**config.mk**
```make
export PLATFORM = sky130hd
export DESIGN_NAME = hex_keypad_scan
export DESIGN_NICKNAME = d
export VERILOG_FILES = /design/src/rtl/keypad_pkg.sv /design/src/rtl/keypad_debounce.sv /design/src/rtl/hex_keypad_scan.sv
export SDC_FILE = /design/constraint.sdc
export NUM_CORES = 1
export LEC_CHECK = 0
export BUFFER_PORTS_ARGS = -buffer_cell sky130_fd_sc_hd__buf_2
export CORE_ASPECT_RATIO = 1.75
export CORE_MARGIN = 4
export CORE_UTILIZATION = 50
export DETAILED_ROUTE_END_ITERATION = 10
export PLACE_DENSITY_LB_ADDON = 0.25
export SYNTH_ARGS = -nofsm -noshare
export SYNTH_HDL_FRONTEND = slang
export SYNTH_SLANG_ARGS = --single-unit
```
**constraint.sdc**
```tcl
create_clock -name clock -period 6.95 [get_ports clock]
set_clock_uncertainty 0.15 [all_clocks]
set_input_delay 1.7375 -clock clock [delete_from_list [all_inputs] [get_ports clock]]
set_output_delay 1.7375 -clock clock [all_outputs]
set_load 0.1 [all_outputs]
```
**src/rtl/keypad_pkg.sv**
```systemverilog
`default_nettype none
// ============================================================================
//  Module      : keypad_pkg
//  Description : Shared types and helpers for the 4x4 hex keypad scanner.
//  Revision    : 1.0 - initial release
// ============================================================================
package keypad_pkg;

    localparam int NUM_ROWS = 4;
    localparam int NUM_COLS = 4;

    typedef enum logic [1:0] {
        IDLE        = 2'd0,
        DEB_PRESS   = 2'd1,
        HELD        = 2'd2,
        DEB_RELEASE = 2'd3
    } kp_state_e;

    typedef enum logic [1:0] {
        EMPTY  = 2'd0,
        SINGLE = 2'd1,
        MULTI  = 2'd2
    } frame_class_e;

    // Number of keys seen closed in one 16-bit frame.
    function automatic logic [4:0] popcount16(input logic [15:0] f);
        logic [4:0] n;
        n = '0;
        for (int i = 0; i < 16; i++) begin
            n = n + {4'd0, f[i]};
        end
        return n;
    endfunction

    // Position of the lowest set bit; only meaningful for SINGLE frames.
    function automatic logic [3:0] index16(input logic [15:0] f);
        logic [3:0] idx;
        idx = '0;
        for (int i = 15; i >= 0; i--) begin
            if (f[i]) begin
                idx = 4'(i);
            end
        end
        return idx;
    endfunction

    function automatic frame_class_e classify(input logic [15:0] f);
        logic [4:0] n;
        n = popcount16(f);
        if (n == 5'd0) begin
            return EMPTY;
        end else if (n == 5'd1) begin
            return SINGLE;
        end
        return MULTI;
    endfunction

endpackage
`default_nettype wire

```
**src/rtl/keypad_debounce.sv**
```systemverilog
`default_nettype none
// ============================================================================
//  Module      : keypad_debounce
//  Description : Scan-level debounce FSM, key encoder and valid/ack handshake.
//  Revision    : 1.0 - initial release
// ============================================================================
module keypad_debounce
    import keypad_pkg::*;
#(
    parameter int DEBOUNCE_SCANS = 4
) (
    input  logic        clk,
    input  logic        rst,
    input  logic [15:0] i_frame,
    input  logic        i_scan_done,
    input  logic        i_key_ack,
    output logic [3:0]  o_key_code,
    output logic        o_key_valid,
    output logic        o_key_down,
    output logic        o_overrun
);

    // Wide enough to hold DEBOUNCE_SCANS+1 so the increment compare never wraps.
    localparam int              DC_W       = $clog2(DEBOUNCE_SCANS + 2);
    localparam logic [DC_W-1:0] c_DC_ONE   = DC_W'(1);
    localparam logic [DC_W-1:0] c_DC_MAX   = DC_W'(DEBOUNCE_SCANS);
    localparam bit              c_ONE_SCAN = (DEBOUNCE_SCANS == 1);

    kp_state_e       r_state;
    logic [DC_W-1:0] r_dc;
    logic [3:0]      r_cand;
    logic [3:0]      r_key_code;
    logic            r_key_valid;
    logic            r_key_down;
    logic            r_overrun;

    frame_class_e    w_class;
    logic [3:0]      w_idx;
    logic            w_same;
    logic            w_dc_hit;
    logic            w_accept;
    logic [3:0]      w_acc_code;

    assign w_class  = classify(i_frame);
    assign w_idx    = index16(i_frame);
    assign w_same   = (w_class == SINGLE) && (w_idx == r_cand);
    assign w_dc_hit = (r_dc + c_DC_ONE) >= c_DC_MAX;

    // Decide whether this scan completes a press, and which code it carries.
    always_comb begin
        w_accept   = 1'b0;
        w_acc_code = r_cand;
        if (i_scan_done) begin
            case (r_state)
                IDLE: begin
                    if ((w_class == SINGLE) && c_ONE_SCAN) begin
                        w_accept   = 1'b1;
                        w_acc_code = w_idx;
                    end
                end
                DEB_PRESS: begin
                    w_accept = w_same && w_dc_hit;
                end
                default: begin
                end
            endcase
        end
    end

    // Debounce FSM plus handshake registers; MULTI frames never start a press
    // but do keep a held key from being released.
    always_ff @(posedge clk or posedge rst) begin
        if (rst) begin
            r_state     <= IDLE;
            r_dc        <= '0;
            r_cand      <= '0;
            r_key_code  <= '0;
            r_key_valid <= 1'b0;
            r_key_down  <= 1'b0;
            r_overrun   <= 1'b0;
        end else begin
            if (i_scan_done) begin
                case (r_state)
                    IDLE: begin
                        if (w_class == SINGLE) begin
                            r_cand  <= w_idx;
                            r_dc    <= c_DC_ONE;
                            r_state <= c_ONE_SCAN ? HELD : DEB_PRESS;
                        end
                    end
                    DEB_PRESS: begin
                        if (w_same) begin
                            if (w_dc_hit) begin
                                r_state <= HELD;
                            end else begin
                                r_dc <= r_dc + c_DC_ONE;
                            end
                        end else if (w_class == SINGLE) begin
                            r_cand <= w_idx;
                            r_dc   <= c_DC_ONE;
                        end else begin
                            r_state <= IDLE;
                        end
                    end
                    HELD: begin
                        if (w_class == EMPTY) begin
                            r_dc <= c_DC_ONE;
                            if (c_ONE_SCAN) begin
                                r_state    <= IDLE;
                                r_key_down <= 1'b0;
                            end else begin
                                r_state <= DEB_RELEASE;
                            end
                        end
                    end
                    DEB_RELEASE: begin
                        if (w_class == EMPTY) begin
                            if (w_dc_hit) begin
                                r_state    <= IDLE;
                                r_key_down <= 1'b0;
                            end else begin
                                r_dc <= r_dc + c_DC_ONE;
                            end
                        end else begin
                            r_state <= HELD;
                        end
                    end
                    default: r_state <= IDLE;
                endcase
            end

            if (w_accept) begin
                r_key_down <= 1'b1;
                if (!r_key_valid || i_key_ack) begin
                    r_key_code  <= w_acc_code;
                    r_key_valid <= 1'b1;
                    r_overrun   <= 1'b0;
                end else begin
                    r_overrun <= 1'b1;
                end
            end else if (r_key_valid && i_key_ack) begin
                r_key_valid <= 1'b0;
                r_overrun   <= 1'b0;
            end
        end
    end

    assign o_key_code  = r_key_code;
    assign o_key_valid = r_key_valid;
    assign o_key_down  = r_key_down;
    assign o_overrun   = r_overrun;

endmodule
`default_nettype wire

```
**src/rtl/hex_keypad_scan.sv**
```systemverilog
`default_nettype none
// ============================================================================
//  Module      : hex_keypad_scan
//  Description : 4x4 hex keypad scanner: column strobe, row sync, snapshot
//                assembly, feeding the debounce/handshake block.
//  Revision    : 1.0 - initial release
// ============================================================================
module hex_keypad_scan
    import keypad_pkg::*;
#(
    parameter int SCAN_DIV       = 4096,
    parameter int DEBOUNCE_SCANS = 4
) (
    input  logic       clock,
    input  logic       reset,
    input  logic [3:0] rows,
    input  logic       key_ack,
    output logic [3:0] cols,
    output logic [3:0] key_code,
    output logic       key_valid,
    output logic       key_down,
    output logic       overrun
);

    localparam int            DW           = $clog2(SCAN_DIV);
    localparam logic [DW-1:0] c_DWELL_LAST = DW'(SCAN_DIV - 1);

    logic [3:0]    r_rows_s1;
    logic [3:0]    r_rows_s2;
    logic [DW-1:0] r_dwell;
    logic [1:0]    r_col;
    logic [3:0]    r_cols;
    logic [15:0]   r_snap;
    logic [15:0]   r_frame;
    logic          r_scan_done;

    logic          w_last;
    logic [15:0]   w_snap_next;

    assign w_last = (r_dwell == c_DWELL_LAST);

    // Two-flop synchronizer for the asynchronous row returns.
    always_ff @(posedge clock or posedge reset) begin
        if (reset) begin
            r_rows_s1 <= '0;
            r_rows_s2 <= '0;
        end else begin
            r_rows_s1 <= rows;
            r_rows_s2 <= r_rows_s1;
        end
    end

    // Snapshot with the active column's rows merged in at bits [4*r+c].
    always_comb begin
        w_snap_next = r_snap;
        for (int r = 0; r < NUM_ROWS; r++) begin
            w_snap_next[{2'(r), r_col}] = r_rows_s2[r];
        end
    end

    // Dwell counter, column rotation, snapshot capture and scan-done strobe.
    always_ff @(posedge clock or posedge reset) begin
        if (reset) begin
            r_dwell     <= '0;
            r_col       <= '0;
            r_cols      <= 4'b0001;
            r_snap      <= '0;
            r_frame     <= '0;
            r_scan_done <= 1'b0;
        end else begin
            r_scan_done <= 1'b0;
            if (w_last) begin
                r_dwell <= '0;
                r_col   <= r_col + 2'd1;
                r_cols  <= {r_cols[2:0], r_cols[3]};
                if (r_col == 2'd3) begin
                    r_frame     <= w_snap_next;
                    r_snap      <= '0;
                    r_scan_done <= 1'b1;
                end else begin
                    r_snap <= w_snap_next;
                end
            end else begin
                r_dwell <= r_dwell + DW'(1);
            end
        end
    end

    keypad_debounce #(
        .DEBOUNCE_SCANS (DEBOUNCE_SCANS)
    ) u_debounce (
        .clk         (clock),
        .rst         (reset),
        .i_frame     (r_frame),
        .i_scan_done (r_scan_done),
        .i_key_ack   (key_ack),
        .o_key_code  (key_code),
        .o_key_valid (key_valid),
        .o_key_down  (key_down),
        .o_overrun   (overrun)
    );

    assign cols = r_cols;

endmodule
`default_nettype wire

```
-- Yosys cells after proc, flatten, opt, wreduce, memory -nomap -nowiden
Index checks and enable logic that the tools add are counted.
- bits of input ports: 7
- output and inout port bits: 11
- register bits after elaboration: 75
- logic and storage cells: 149
- add/subtract/negate cells: 18
- equality and inequality tests: 16
- $lt $le $gt $ge: 9
- reduce and logical (&&, ||, !) cells: 25
- mux-type cells: 66
- operators with widths (kind ; count):
    $mux W4 ; 18
    $add A5 B1 Y5 ; 14
    $bwmux W16 ; 4
    $mux W1 ; 20
    $mux W2 ; 10
    $mux W16 ; 1
    $mux W3 ; 5
    $add A12 B1 Y12 const B ; 1
    $eq A12 B12 Y1 const B ; 1
    $mux W12 ; 1
    $pmux W3 S4 ; 1
    $reduce_bool A2 Y1 ; 6
    $lt A4 B5 Y1 const B ; 2
    $demux W1 S2 ; 4
    $ge A4 B1 Y1 const B ; 2
    $pmux W2 S4 ; 1
    $pmux W4 S2 ; 1
    $logic_and A1 B1 Y1 ; 7
    $eq A2 B2 Y1 const B ; 3
    $ne A2 B1 Y1 const B ; 3
    $ne A3 B2 Y1 const B ; 2
    $reduce_and A2 Y1 ; 3
    $reduce_and A3 Y1 ; 2
    $reduce_and A6 Y1 ; 1
    18 further kinds ; 21

-- Depth between registers and ports, before layout
Gate-level depths: netlist of the first run.
- word-level depth: 26
- gate-level depth with buffers: 19
- depth with buffers taken out: 19

-- Cells and area by module
Synthesis of the first run repeated with hierarchy kept, for this count alone.
- cells, all modules: 379
- area total of the unflattened synthesis: 3887.5 µm²
- by module, submodules not included (module ; instances ; area each (µm²) ; cells an instance ; sequential area each (µm²)):
    hex_keypad_scan ; 1 ; 2292.2 ; 203 ; 1377.6
    keypad_debounce ; 1 ; 1595.3 ; 176 ; 400.4

-- Worst setup path after synthesis of the first run
OpenSTA, ideal clock, no wires.
- path kind: reg2reg
- start: reg r_frame[0]
- end: reg u_debounce.r_cand[2]
- library setup time: 0.125 ns
- stages on the path, launching flop included: 20
- path buffers: 0
- slack: 1.778 ns
- data arrival time: 4.897 ns
- data required time: 6.675 ns
- cell sequence: dfrtp_1 > ha_1 > inv_1 > fa_1 > inv_1 > fa_1 > fa_1 > inv_1 > fa_1 > inv_1 > fa_1 > inv_1 > fa_1 > a211oi_1 > mux2i_1 > nor4b_4 > nand2_1 > nor3_1 > o21ai_1 > mux2_2
- word-level cells in the longest chain between the ends: 23
- ends and longest elaborated chain (element ; line ; source):
    from (decl) ; hex_keypad_scan.sv:34 ; logic [15:0] r_frame;
    from (signal assigned) ; hex_keypad_scan.sv:77 ; r_frame <= w_snap_next;
    $add A1 B1 Y2 ; keypad_pkg.sv:30 ; n = n + {4'd0, f[i]};
    $add A5 B1 Y5 (14 in a row) ; keypad_pkg.sv:30 ;
    $eq A5 B1 Y1 ; keypad_pkg.sv:52 ; end else if (n == 5'd1) begin
    $mux W1 ; keypad_pkg.sv:52 ;
    $mux W1 ; keypad_pkg.sv:50 ; if (n == 5'd0) begin
    $mux W2 ; keypad_pkg.sv:55 ; return MULTI;
    $eq A2 B1 Y1 ; keypad_debounce.sv:46, keypad_debounce.sv:85, keypad_debounce.sv:98 ;
    $mux W4 / $logic_and A1 B1 Y1 (equally long branches) ; keypad_debounce.sv:85, keypad_debounce.sv:98, keypad_debounce.sv:46 ;
    $mux W4 / $ne A2 B2 Y1 (equally long branches) ; - ;
    $pmux W4 S2 / $reduce_and A3 Y1 (equally long branches) ; - ;
    to (signal assigned) ; keypad_debounce.sv:86 ; r_cand <= w_idx;
    to (signal assigned) ; keypad_debounce.sv:99 ; r_cand <= w_idx;
    to (decl) ; keypad_debounce.sv:31 ; logic [3:0] r_cand;
Several ways; a longest one is shown, not always the timed one. The select of a mux whose other input is x is not followed.
A chain may end at the register's enable or synchronous reset.

-- Worst setup path in the final report of the first run
Same ends and word-level chain as after synthesis.

==> summary.md, run 1 <==
| Metric | Value |
|---|---|
| Critical Path Source Type | `flop` |
| Fin area | `4218 sq um` |
| Clock transition at path regs | `0.06 ns` |
| Number of global-route vias before repair | `between 2k and 3k` |
| Placed Instance Area | `3897 sq um` |
| Max-slew violations | `0` |
| Setup TNS | `0 ns` |
| Final core occ | `between 50% and 60%` |
| Post-CTS Setup Inserts | `0` |
| Mapped Cells | `371` |
| RePlAce Congestion | `0.8923` |
| Yosys warnings | `0` |
| Reg2Reg Depth | `19` |
| FF-to-FF Start | `r_frame[0]` |
| Synth cell types | `55` |
| Outcome | `completed` |
| Crit path arrival time | `5.65 ns` |
| Critical Path Fanout Max | `7` |
| CP startpoint | `r_frame[0]` |
| H-tree depth | `3` |
| CTS Buf Count | `9` |
| Yosys reg bits | `71` |
| CP endpoint kind | `flop` |
| Most used flip-flop cell after synthesis | `dfrtp_1` |
| GR Util met1 | `19.38%` |
| Crit share post-route | `80.23%` |
| Grt ovf | `0` |
| DRC viols | `0` |
| Pre-CTS setup slack | `1.425 ns` |
| Largest net degree at the start of global routing | `72` |
| Fmax | `approximately 180 MHz` |
| Die X | `73.35 um` |
| Boundary Pins | `18` |
| Sequential area share after synthesis | `47.59%` |
| Synthesized Nets | `between 300 and 400` |
| Core box area | `7233 sq um` |
| DRT iter0 DRCs | `101` |
| Routed Antenna Nets | `0` |
| Number of synthesized flops with an enable pin | `0` |
| First-pass GRT wire length | `about 12 mm` |
| Actual slew at the worst max-slew pin | `between 0.8 and 0.9 ns` |
| WL final | `7.344 mm` |
| Final Worst Setup Slack | `1.374 ns` |
| Total power | `roughly 0.93 mW` |
| Mapped Area | `3736 sq um` |
| HP Start | `r_rows_s1[0]` |
| Synth async-reset ratio | `100.0%` |
| Rows | `41` |
| Max VDD drop | `193.3 uV` |
| Latest clock arrival within the worst-skew pair | `0.33 ns` |
| WP data required | `7.02 ns` |
| GR peak layer | `met2` |
| Relative slew slack | `41.64%` |
| Total number of vias | `2,700` |
| CTS tree | `built` |
| Max-Cap Viols | `0` |
| Unrepaired setup endpoints after global routing | `false` |
| Static Leak | `2.049 nW` |
| Vias per cell | `5.637` |
| Area Overhead vs Synth | `12.89%` |
| Clk root buf | `clkbuf_16` |
| Grt met3 use | `5.246%` |
| Fillers | `roughly 620` |
| Clock tree buffer depth | `2` |
| Hold crit path type | `reg -> reg` |
| Routed WL per cell | `approximately 15 um` |
| Die area | `8974 sq um` |
| IO Port Bufs | `17` |
| Hold-fix buffer count after cts | `0` |
| Drt first pass iters | `4` |
| Hold Crit Depth | `0` |
| Starting Density | `~52%` |
| Layout cell share with drive strength beyond 1 | `between 15 and 20%` |
| Pwr per Cell Area | `219.8 nW/um^2` |
| Met2 GRT Util | `32.12%` |
| Die Y | `122.4 um` |
| Crit Path Class | `reg -> reg` |
| Final setup vio count | `0` |
| # clock sinks | `71` |
| Fin. Hold Viols | `0` |
| CTS resizes | `0` |
| Final net count | `roughly 420` |
| Dpl hpwl | `5.286 mm` |
| Initial antenna violation count | `0` |
| All-layer global routing usage | `18.27%` |
| Synthesized area per cell | `10.07 sq um` |
| Antenna Cells | `0` |
| Post-route minimum period | `5.576 ns` |
-- state kept, by name (all words and copies together) (netlist names), 3 cells and up --
| register | count |
|---|---|
| u_debounce.o_key_code | 4 |
| r_rows_s1 | 4 |
| u_debounce.r_dc | 3 |
| r_dwell | 12 |
| r_frame | 16 |
| cols | 4 |
| r_rows_s2 | 4 |
| u_debounce.r_cand | 4 |
| r_snap | 12 |
-- worst max-delay path, cell delays in order, from the launching register on --
cell      delay (ns)
dfrtp_1         0.43
ha_1            0.30
inv_1           0.05
fa_1            0.48
inv_1           0.05
fa_1            0.48
fa_1            0.51
inv_1           0.05
fa_1            0.42
inv_1           0.07
fa_1            0.18
inv_1           0.06
fa_1            0.38
a211oi_1        0.22
mux2i_1         0.14
nor4b_4         0.35
nand2_1         0.19
nor3_1          0.45
o21ai_1         0.20
mux2_2          0.30
-- routing by layer --
metal  wire length [um]  share of wire (%)
met1               2963                 40
met2               3960                 54
met3                195                2.7
met4                225                3.1
met5                  0                  0
-- cells by family after synthesis --
family,synth area share [%]
xor gates and xnor gates,2.813
buffers and inverters,4.353
muxes,4.287
DFF,47.59
adders and majority gates,9.042
and+or+nand+nor,18.59
AOI/OAI and AO/OA,13.33
-- per-stage QoR --
stage                     hold slack, ns  std cells
after floorplan                   0.1812        371
after global placement            0.1834        464
after detailed placement          0.1873        464
after CTS                         0.1998        479
after global routing              0.2062        479
final                             0.1974        479
-- cell usage in the layout, fill, tap and decap left out, types with 3 or more instances in the layout --
cell	count
dfrtp_1	70
nand2_1	56
inv_1	30
o21ai_0	27
nor2_1	21
buf_2	17
a21oi_1	14
ha_1	11
fa_1	10
clkbuf_16	9
a31oi_1	8
xor2_1	8
mux2_2	8
mux2i_1	7
nand3_1	7
nor2b_1	7
nor3_1	6
a22o_1	6
o211ai_1	5
xnor2_1	4
and2_1	4
a211oi_1	3
or2_2	3
nand2b_1	3
-- worst paths after layout --
| kind | endpoint | slack (ns) |
|---|---|---|
| max | u_debounce.r_cand[2] | 1.37 |
| min in group asynchronous | r_dwell[6] | 1.51 |
| min | r_rows_s2[0] | 0.20 |
| max in group asynchronous | r_frame[14] | 4.57 |
| max reg2reg | u_debounce.r_cand[2] | 1.37 |
| min reg2reg | r_rows_s2[0] | 0.20 |
-- synth_stat cells (2+ instances only) --
cell type	n	area (sq um)
dfrtp_1	70	1752
nand2_1	56	210.2
inv_1	31	116.4
o21ai_0	27	135.1
nor2_1	21	78.83
a21oi_1	14	70.07
clkbuf_1	11	41.29
ha_1	11	137.6
fa_1	10	200.2
a31oi_1	8	50.05
mux2_2	8	90.09
xor2_1	8	70.07
mux2i_1	7	70.07
nand3_1	7	35.03
nor2b_1	7	43.79
a22o_1	6	52.55
nor3_1	6	30.03
o211ai_1	5	37.54
and2_1	4	25.02
xnor2_1	4	35.03
a211oi_1	3	22.52
nand2b_1	3	18.77
or2_2	3	18.77
a221oi_1	2	17.52
and3_1	2	12.51
and4_1	2	17.52
nand4_1	2	12.51
nor3b_1	2	15.01
nor4_2	2	25.02
o22ai_1	2	12.51
o31ai_1	2	15.01
o41ai_1	2	17.52
-- power by group --
part           switching, mW  internal, mW  total, mW  leakage, nW
clock                  0.170         0.322      0.492        0.155
combinational         0.0131       0.00281     0.0159        0.939
sequential           0.00284         0.416      0.419        0.955
total                  0.185         0.741      0.927         2.05
-- layout make-up --
type	instances	area [sq um]	share of cell area (%)
Timing Repair Buffer	19	100.1	2.373
Multi-Input combinational cell	257	1795	42.57
Clock inverter	5	81.33	1.928
Sequential cell	71	1778	42.15
Tap cell	86	107.6	2.551
Inverter	31	116.4	2.759
Clock buffer	10	239.0	5.666
Power figures use the tool's default switching activity.
==> run 2: changes to the inputs <==
==> constraint.sdc (replaced) <==
create_clock -name clock -period 5.7 [get_ports clock]
set_clock_uncertainty 0.15 [all_clocks]
set_input_delay 1.425 -clock clock [delete_from_list [all_inputs] [get_ports clock]]
set_output_delay 1.425 -clock clock [all_outputs]
set_load 0.1 [all_outputs]
==> run 2 against run 1 <==
Flip-flop and latch count stayed put; combinational power grew 23%; maximum frequency grew 3.4%; power grew 22%; non-clock buffer count grew 1; final cell count rose by 0.42%; sequential power is 22% higher; first-iteration DRC count down 4.0%; die area did not move; critical endpoint is now u_debounce.o_key_code[2].
==> summary.md, run 2 (same netlist as run 1, synthesis figures left out) <==
| Metric | Value |
|---|---|
| Grt ovf | `0` |
| CP startpoint | `r_frame[0]` |
| Max reg flops | `16` |
| Critical Path Fanout Max | `7` |
| H-tree depth | `3` |
| Die X | `between 70 and 80 um` |
| CTS tree | `built` |
| Rows | `between 40 and 50` |
| Area Overhead vs Synth | `13.23%` |
| Max-slew violations | `0` |
| Unrepaired setup endpoints after global routing | `false` |
| Core box area | `7233 sq um` |
| Most frequent cells in the layout | `dfrtp_1 (70), nand2_1 (56), inv_1 (30)` |
| First-pass GRT wire length | `12.78 mm` |
| WL final | `7.398 mm` |
| CP endpoint kind | `flop` |
| Number of global-route vias before repair | `2,835` |
| HP Start | `r_rows_s1[3]` |
| WP data required | `roughly 5.8 ns` |
| Pwr per Cell Area | `267.0 nW/um^2` |
| GR peak layer | `met2` |
| Relative slew slack | `41.30%` |
| Actual slew at the worst max-slew pin | `between 0.8 and 0.9 ns` |
| Met2 GRT Util | `32.85%` |
| Drt first pass iters | `4` |
| Commonest non-fill, non-tap cell in the layout | `dfrtp_1` |
| Clock transition at path regs | `0.06 ns` |
| IO Port Bufs | `17` |
| DRC viols | `0` |
| Fmax | `185.4 MHz` |
| Max-Cap Viols | `0` |
| Initial antenna violation count | `0` |
| Clk root buf | `clkbuf_16` |
| Post-route minimum period | `5.394 ns` |
| Outcome | `completed` |
| Vias per cell | `around 5.6` |
| Layout cell share with drive strength beyond 1 | `~16%` |
| Latest clock arrival within the worst-skew pair | `around 0.33 ns` |
| Final core occ | `58.48%` |
| GR Util met1 | `19.59%` |
| Setup TNS | `0 ns` |
| Grt met3 use | `4.754%` |
| Hold-fix buffer count after cts | `0` |
| RePlAce Congestion | `0.8978` |
| All-layer global routing usage | `18.61%` |
| Static Leak | `between 2 and 2.5 nW` |
| Most flop-heavy register | `r_frame` |
| # clock sinks | `71` |
| Starting Density | `between 50% and 60%` |
| Antenna Cells | `0` |
| Crit share post-route | `94.63%` |
| Largest net degree at the start of global routing | `72` |
| Boundary Pins | `18` |
| CTS Buf Count | `9` |
| CTS resizes | `0` |
| Fin Hold WS | `0.2001 ns` |
| Routed WL per cell | `15.38 um` |
| Largest regs | `r_frame x16, r_dwell x12, r_snap x12` |
| Critical Path Source Type | `flop` |
| Crit Path Class | `reg -> reg` |
| Die Y | `122.4 um` |
| DRT iter0 DRCs | `97` |
| Clock tree buffer depth | `2` |
| Hold crit path type | `reg -> reg` |
| Post-CTS Setup Inserts | `0` |
| Total number of vias | `2,715` |
| Crit path arrival time | `~5.5 ns` |
| Max VDD drop | `between 200 and 300 uV` |
| Routed Antenna Nets | `0` |
| Final net count | `418` |
| Dpl hpwl | `5.306 mm` |
| Final setup vio count | `0` |
| Fin. Hold Viols | `0` |
| FF-to-FF Start | `r_frame[0]` |
| Die area | `~9000 sq um` |
## run 2: cell count changes in the layout (fill, tap and decap cells not counted)
cell / change
buf_4: +1
clkbuf_8: -1
nor3b_1: -1
clkinv_2: +1
nor3b_2: +1
clkinv_4: +1
## run 2: where the power goes
group	internal, mW	total, mW	switching (mW)
sequential	0.508	0.511	0.00349
combinational	0.00343	0.0196	0.0162
clock	0.383	0.599	0.215
## run 2: cell type report
type | count | area [sq um]
Inverter | 31 | 116.4
Sequential cell | 71 | 1778
Clock inverter | 7 | 95.09
Fill cell | 616 | 3003
Multi-Input combinational cell | 257 | 1800
Clock buffer | 9 | 225.2
Timing Repair Buffer | 20 | 107.6
Tap cell | 86 | 107.6
## run 2: metal layers
metal / vias to the layer above / wire length, um
met5: - / 0
met4: 0 / 241
met3: 23 / 268
met2: 61 / 3959
met1: 1300 / 2928
li1: 1331 / -
## run 2: per-stage QoR
step	instance area, sq um	power [mW]	instances	worst slack [ns]
floorplan	3736	0.5331	371	0.5284
global route	4230	1.169	481	0.003927
global placement	3905	0.5403	465	0.3978
finish	4230	1.129	481	0.3063
CTS	4225	1.143	481	0.2513
detailed placement	3905	0.5408	465	0.2536
## run 2: worst max-delay path, cell delays in order, from the launching register on
cell	delay, ns
dfrtp_1	0.44
ha_1	0.31
inv_1	0.05
fa_1	0.47
inv_1	0.05
fa_1	0.47
fa_1	0.52
inv_1	0.05
fa_1	0.43
inv_1	0.07
fa_1	0.19
inv_1	0.06
fa_1	0.38
a211oi_1	0.22
mux2i_1	0.14
nor4b_4	0.35
nand2_1	0.20
nor3b_2	0.25
nand4_2	0.18
mux2_2	0.31
## run 2: final timing paths
kind / to / slack, ns / cells past startpoint
max in group asynchronous: u_debounce.o_key_code[3] / 3.63 / 3
hold reg to reg: r_rows_s2[3] / 0.20 / 0
hold / removal: r_rows_s2[3] / 0.20 / 0
min in group asynchronous: r_dwell[7] / 1.19 / 3
setup / recovery: u_debounce.o_key_code[2] / 0.31 / 19
setup reg to reg: u_debounce.o_key_code[2] / 0.31 / 19
